==> src/rtl/microwave_mode_fsm.sv <==
// Microwave operating-mode FSM: IDLE/SET/RUN/STOP/FINISH, lamp, motor and end-of-cook beeper.
// Latency: 1 cycle, all outputs registered. Backpressure: none, button pulses are consumed on the cycle they arrive.
module microwave_mode_fsm #(
  parameter int CLK_HZ     = 100_000_000,
  parameter int FINISH_SEC = 3,
  parameter int BEEP_HZ    = 2
) (
  input  logic        clk,
  input  logic        reset,
  input  logic        btnU,
  input  logic        btnL,
  input  logic        btnC,
  input  logic        btnD,
  input  logic        door_open,
  input  logic [13:0] run_time,
  output logic [2:0]  mode,
  output logic        motor_en,
  output logic        lamp_on,
  output logic        buzzer
);

  typedef enum logic [2:0] {
    IDLE   = 3'b000,
    SET    = 3'b001,
    RUN    = 3'b010,
    STOP   = 3'b011,
    FINISH = 3'b100
  } mode_t;

  localparam logic [31:0] FIN_LAST  = 32'(FINISH_SEC * CLK_HZ - 1);
  localparam logic [31:0] BEEP_LAST = 32'(CLK_HZ / (2 * BEEP_HZ) - 1);

  mode_t       state_q;
  mode_t       state_d;
  logic [31:0] fin_cnt;
  logic [31:0] beep_cnt;
  logic        rt_zero;

  // Up/down buttons only matter to the time-setting stage.
  logic unused_btns;
  assign unused_btns = btnU ^ btnD;

  assign rt_zero = (run_time == '0);
  assign mode    = state_q;

  always_comb begin
    state_d = state_q;
    case (state_q)
      IDLE: begin
        if (btnC) state_d = SET;
      end
      SET: begin
        if (btnL)                             state_d = IDLE;
        else if (btnC && !rt_zero && !door_open) state_d = RUN;
      end
      RUN: begin
        if (door_open)    state_d = STOP;
        else if (btnL)    state_d = IDLE;
        else if (btnC)    state_d = STOP;
        else if (rt_zero) state_d = FINISH;
      end
      STOP: begin
        if (btnL)                   state_d = IDLE;
        else if (btnC && !door_open) state_d = rt_zero ? FINISH : RUN;
      end
      FINISH: begin
        if (btnC || btnL)           state_d = IDLE;
        else if (fin_cnt == FIN_LAST) state_d = IDLE;
      end
      default: state_d = IDLE;
    endcase
  end

  always_ff @(posedge clk or negedge reset) begin
    if (!reset) begin
      state_q  <= IDLE;
      motor_en <= 1'b0;
      lamp_on  <= 1'b0;
      buzzer   <= 1'b0;
      fin_cnt  <= '0;
      beep_cnt <= '0;
    end else begin
      state_q  <= state_d;
      motor_en <= (state_d == RUN);
      lamp_on  <= door_open | (state_d == RUN);
      if (state_d == FINISH && state_q == FINISH) begin
        fin_cnt <= fin_cnt + 32'd1;
        if (beep_cnt == BEEP_LAST) begin
          beep_cnt <= '0;
          buzzer   <= ~buzzer;
        end else begin
          beep_cnt <= beep_cnt + 32'd1;
        end
      end else if (state_d == FINISH) begin
        // Fresh entry: beeper starts high with both counters at zero.
        fin_cnt  <= '0;
        beep_cnt <= '0;
        buzzer   <= 1'b1;
      end else begin
        fin_cnt  <= '0;
        beep_cnt <= '0;
        buzzer   <= 1'b0;
      end
    end
  end

endmodule

==> config.mk <==
export PLATFORM = sky130hd
export DESIGN_NAME = microwave_mode_fsm
export DESIGN_NICKNAME = d
export VERILOG_FILES = /design/src/rtl/microwave_mode_fsm.sv
export SDC_FILE = /design/constraint.sdc
export NUM_CORES = 1
export LEC_CHECK = 0
export CAP_MARGIN = 15
export CORE_ASPECT_RATIO = 1.75
export CORE_UTILIZATION = 25
export DETAILED_ROUTE_END_ITERATION = 16
export GPL_ROUTABILITY_DRIVEN = 0
export SETUP_SLACK_MARGIN = 0.05
export SYNTH_ARGS = -nofsm -noshare
export SYNTH_HDL_FRONTEND = slang
export SYNTH_SLANG_ARGS = --single-unit
==> constraint.sdc <==
create_clock -name clk -period 2.25 [get_ports clk]
set_input_delay 0.5625 -clock clk [delete_from_list [all_inputs] [get_ports clk]]
set_output_delay 0.5625 -clock clk [all_outputs]
set_load 0.005 [all_outputs]
==> flow_metrics.tcl, run 1 <==
set metrics [dict create \
    worst_setup_path_start_kind "register" \
    async_flop_share_pct 100 \
    final.period_utilization_pct 92.9 \
    synth_xor_area_share_pct 13.4 \
    grt_overflow_total 0 \
    start_util_pct 25.6 \
    synth_edf_count 0 \
    ios 27 \
    synth_top_area_share_pct 47.7 \
    slew_viol_final 0 \
    total_leakage_power_nw 1.73 \
    cp_data_required_time_ns 2.48 \
    drtPass1Iterations 4 \
    synth.area.top_cells "dfrtp_1 (48%), xnor2_1 (9.1%), nor2_1 (7.1%)" \
    slew_headroom_pct 67.4 \
    die_y_um 162 \
    numCtsBuffers 9 \
    crit_arrival_ns 2.31 \
    fin_nets 451 \
    cp_max_fo 17 \
    dp_cells 595 \
    pre_cts_ws_ns -0.0176 \
    synth_fp_nets 411 \
    grt_max_degree 53 \
    yosysUniqueCellTypes 44 \
    ys_seq_elements 70 \
    synth.most_common_cell "dfrtp_1" \
    insertion_delay_ns 0.33 \
    crit_path_end_kind "register" \
    fmax_mhz 479 \
    antenna_left 0 \
    multi_input_comb_area_sq_um 1810 \
    ys_seq_area_share_pct 47.7 \
    cts-root-buf "clkbuf_16" \
    dieArea_sq_um 15200 \
    yosys.area.top_type "dfrtp_1" \
    synth_common_cells "dfrtp_1 (70), nor2_1 (69), xnor2_1 (38), nand2_1 (22), nand3_1 (21)" \
    fillCellCount 1474 \
    place_area_sq_um 4230 \
    drtIter0Drc 133 \
    finalSetupViolCount 0 \
    powerDensity_nw_per_um2 668 \
    antenna_found_initial 0 \
    num_antenna_cells 0 \
    synth_top_family_by_area "simple AND/OR/NAND/NOR gates" \
    synth.area.mux_share_pct 0 \
    synth_compound_gate_area_share_pct 4.16 \
    setup_slack_ns 0.160 \
    syn-cell-area_sq_um 3670 \
    htree_levels 3 \
    ys_warn_count 0 \
    dp_hpwl_um 6110 \
    synth_adder_area_share_pct 0.681 \
    drive_gt1_share_pct 10.9 \
    tightest_slew_ns 0.488 \
    hold_slack_ns 0.192 \
    syn_to_final_growth_pct 25.3 \
    syn_area_per_cell_sq_um 9.47 \
    port_buffers 24 \
    synth_cells 388 \
    grt_pass1_vias 3206 \
    drcViolationCount 0 \
    setup_tns_ns 0 \
    postLayoutCellArea_sq_um 4600 \
    path_clk_slew_ns 0.06 \
    seq_area_sq_um 1750 \
    yosys.area_share.simple_pct 30.5 \
    row_count 58 \
    core_sq_um 14400 \
    wl_per_cell_um 14.2 \
    cap_violations 0 \
    wl_um 8700 \
    clock_skew_ns 0.00760 \
    ys.flop_type "dfrtp_1" \
    outcome "completed" \
    fin_cells 613 \
    final_core_util_pct 32.0 \
    setup.worst_path.class "register to register" \
    fin_crit_ns 2.09 \
    hold_path.class "input pin to asynchronous set/reset pin" \
    num_vias 3036 \
    rsz0062_at_grt "false" \
    die_w_um 93.6 \
    grt_first_pass_wirelength_um 14500 \
    finalPower_mw 3.08 \
    grt_usage_pct 12.2 \
    cts_tree "done" \
    vias_per_cell 4.95 \
    clock_path_buffers 2 \
    hold_violations 0 \
    vdd_drop_max_mv 0.293 \
    clock_sinks 70 \
]
## kinds of logic after synthesis
group,after synthesis
simple gates,208
fa+ha+maj,2
flops,70
xor+xnor,56
buf+inv,28
compound gates,24
## registers in the layout, indices dropped and copies added, names as in the netlist
name	cells
beep_cnt	32
fin_cnt	32
mode	3
buzzer	1
lamp_on	1
motor_en	1
## area by class of cell
type / instances / share of cell area, %
Clock buffer: 12 / 5.35
Sequential cell: 70 / 38.1
Timing Repair Buffer: 47 / 10.1
Multi-Input combinational cell: 290 / 39.2
Clock inverter: 4 / 1.52
Inverter: 10 / 0.815
Tap cell: 180 / 4.89
## layout by cell type, fill, tap and decap left out, types with 2 or more instances in the layout
master / Yosys / layout
dfrtp_1: 70 / 70
nor2_1: 69 / 69
xnor2_1: 38 / 38
clkdlybuf4s50_1: 0 / 23
nand2_1: 22 / 22
nand3_1: 21 / 21
xor2_1: 18 / 18
buf_4: 0 / 18
nor4_1: 17 / 17
nand4_1: 17 / 17
inv_1: 10 / 10
and4_1: 10 / 10
nor3_1: 11 / 10
clkbuf_16: 0 / 10
a21oi_1: 8 / 8
nor4b_1: 7 / 7
o21ai_0: 7 / 7
and3_1: 6 / 6
and2_1: 5 / 5
or4_1: 4 / 4
or3_1: 4 / 4
buf_12: 0 / 3
nand2b_1: 2 / 2
and4b_1: 2 / 2
bufinv_16: 0 / 2
clkinv_2: 0 / 2
clkbuf_1: 10 / 2
## power by group
part           switching [mW]  internal (mW)
Combinational           0.115          0.136
Clock                   0.520          0.997
Sequential             0.0211           1.29
Total                   0.655           2.42
## metal layers
metal | global-route usage, % | part of all wire (%) | vias up | wire length, um
met5 | 0 | 0 | - | 0
met4 | 6.50 | 2.1 | 0 | 186
met3 | 3.13 | 2.6 | 17 | 226
met2 | 22.6 | 56 | 53 | 4850
met1 | 12.1 | 39 | 1531 | 3430
li1 | - | - | 1435 | -
## timing repair
action	CTS	global route
pin swaps	0	1
setup buffers	0	1
resized for setup	1	4
cloned	0	1
hold buffers	0	0
endpoints found under the setup margin	11	14
## critical path: stages, from the launching register on
cell	delay, ns
dfrtp_1	0.37
or4b_1	0.51
or4_1	0.47
o21ai_4	0.21
buf_12	0.18
o21ai_0	0.12
o211a_1	0.13
## worst paths after layout
kind                       depth (start not counted)                   from              endpoint  slack (ns)
max in group asynchronous                          2                  reset  fin_cnt[9]$_DFF_PN0_        1.42
setup reg to reg                                   6  fin_cnt[29]$_DFF_PN0_    buzzer$_DFFE_PN0P_        0.16
hold / removal                                     1                  reset  fin_cnt[3]$_DFF_PN0_        0.19
setup / recovery                                   6  fin_cnt[29]$_DFF_PN0_    buzzer$_DFFE_PN0P_        0.16
min in group clk                                   1   fin_cnt[0]$_DFF_PN0_  fin_cnt[0]$_DFF_PN0_        0.50
hold reg to reg                                    1   fin_cnt[0]$_DFF_PN0_  fin_cnt[0]$_DFF_PN0_        0.50
(Power assumes the default switching activity.)
==> run 2, diff against run 1 <==
- CORE_UTILIZATION: 25 -> 50
- PLACE_DENSITY: unset -> 0.7
==> flow_metrics.tcl, run 2 (synthesis gave the netlist of run 1 again) <==
set metrics [dict create \
    die_w_um 66.8 \
    drcViolationCount 0 \
    grt_max_degree 71 \
    powerDensity_nw_per_um2 675 \
    grt_first_pass_wirelength_um 13100 \
    syn_to_final_growth_pct 22.4 \
    finalSetupViolCount 0 \
    grt_pass1_vias 2849 \
    cpMaxStageDelayCell "or3b_2" \
    setup_slack_ns 0.0997 \
    worst_setup_path_start_kind "register" \
    outcome "completed" \
    critPathMaxStageDelay_ns 0.51 \
    num_antenna_cells 0 \
    cp_data_required_time_ns 2.50 \
    cp_max_fo 16 \
    clock_sinks 70 \
    die_y_um 115 \
    row_count 41 \
    cts_tree "done" \
    core_sq_um 7180 \
    fin_crit_ns 2.15 \
    multi_input_comb_area_sq_um 1800 \
    cap_violations 0 \
    ios 27 \
    dp_hpwl_um 5410 \
    final_core_util_pct 62.6 \
    start_util_pct 51.1 \
    wl_per_cell_um 15.7 \
    antenna_left 0 \
    pre_cts_ws_ns -0.0282 \
    crit_arrival_ns 2.40 \
    clock_skew_ns 0.00702 \
    vdd_drop_max_mv 0.583 \
    finalPower_mw 3.04 \
    hold_path.class "input pin to asynchronous set/reset pin" \
    grt_overflow_total 0 \
    drive_gt1_share_pct 10.9 \
    slew_headroom_pct 71.2 \
    path_clk_slew_ns 0.06 \
    slew_viol_final 0 \
    crit_path_end_kind "register" \
    seq_area_sq_um 1750 \
    htree_levels 3 \
    setup.worst_path.class "register to register" \
    path_cells "or3b_2 -> nor3_1 -> o21ai_4 -> or2_4 -> buf_12 -> nor2_1" \
    rsz0062_at_grt "false" \
    setup_tns_ns 0 \
    antenna_found_initial 0 \
    vias_per_cell 5.63 \
    cts-root-buf "clkbuf_16" \
    drtIter0Drc 164 \
    fillCellCount 605 \
    final.period_utilization_pct 95.6 \
    num_vias 2923 \
    clock_path_buffers 2 \
    drtPass1Iterations 4 \
    fmax_mhz 465 \
    final_common_cell "dfrtp_1" \
    fin_nets 451 \
    total_leakage_power_nw 1.75 \
    insertion_delay_ns 0.33 \
    mostFrequentLayoutCells "dfrtp_1 (70), nor2_1 (69), xnor2_1 (38)" \
    hold_violations 0 \
    dieArea_sq_um 7710 \
    wl_um 8170 \
    numCtsBuffers 9 \
    port_buffers 24 \
    tightest_slew_ns 0.429 \
    hold_slack_ns 0.230 \
    grt_usage_pct 22.7 \
]
==> run 2: layout make-up <==
cell class	instances	area share (%)
Timing Repair Buffer	47	10.7
Clock inverter	3	0.891
Clock buffer	13	6.23
Sequential cell	70	39.0
Inverter	10	0.835
Tap cell	86	2.39
Multi-Input combinational cell	290	40.0
==> run 2: routing by layer <==
metal / part of all wire, % / up-vias / track usage [%] / wire length (um)
li1: - / 1439 / - / -
met1: 40 / 1433 / 24.1 / 3250
met2: 56 / 38 / 41.3 / 4570
met3: 2.2 / 13 / 5.06 / 180
met4: 2.1 / 0 / 9.93 / 174
met5: 0 / - / 0 / 0
==> run 2: power by group <==
part           switching, mW  leakage [nW]  internal, mW
logic                  0.110         0.612         0.135
registers             0.0239         0.972          1.29
clock network          0.505         0.162         0.974
==> run 2: critical path, delay by kind of cell (launching register included) <==
kind	cells	cell delay (ns)
buffers and inverters	1	0.16
flip-flops	1	0.43
AO/OA/AOI/OAI	1	0.15
AND/OR/NAND/NOR	4	1.33
==> run 2: path summary, 6_finish.rpt <==
path                                       from                endpoint  slack, ns  depth (start not counted)
max reg2reg                   mode[1]$_DFF_PN0_  beep_cnt[26]$_DFF_PN0_        0.1                          6
min reg2reg                fin_cnt[0]$_DFF_PN0_    fin_cnt[0]$_DFF_PN0_       0.49                          1
max                           mode[1]$_DFF_PN0_  beep_cnt[26]$_DFF_PN0_        0.1                          6
min                                       reset   fin_cnt[23]$_DFF_PN0_       0.23                          2
max in group asynchronous                 reset   fin_cnt[20]$_DFF_PN0_       1.70                          2
min in group clk           fin_cnt[0]$_DFF_PN0_    fin_cnt[0]$_DFF_PN0_       0.49                          1
==> run 2: repair_timing <==
item | 4_1_cts | 5_1_grt
hold buffers | 0 | 0
setup endpoints to repair | 0 | 33
setup buffers | 0 | 1
resized for setup | 0 | 2
==> run 2: per-stage QoR <==
stage	std cells	cell area [sq um]
detailed placement	500	4110
global placement	500	4110
global route	519	4500
finish	519	4500
CTS	516	4430
floorplan	388	3670
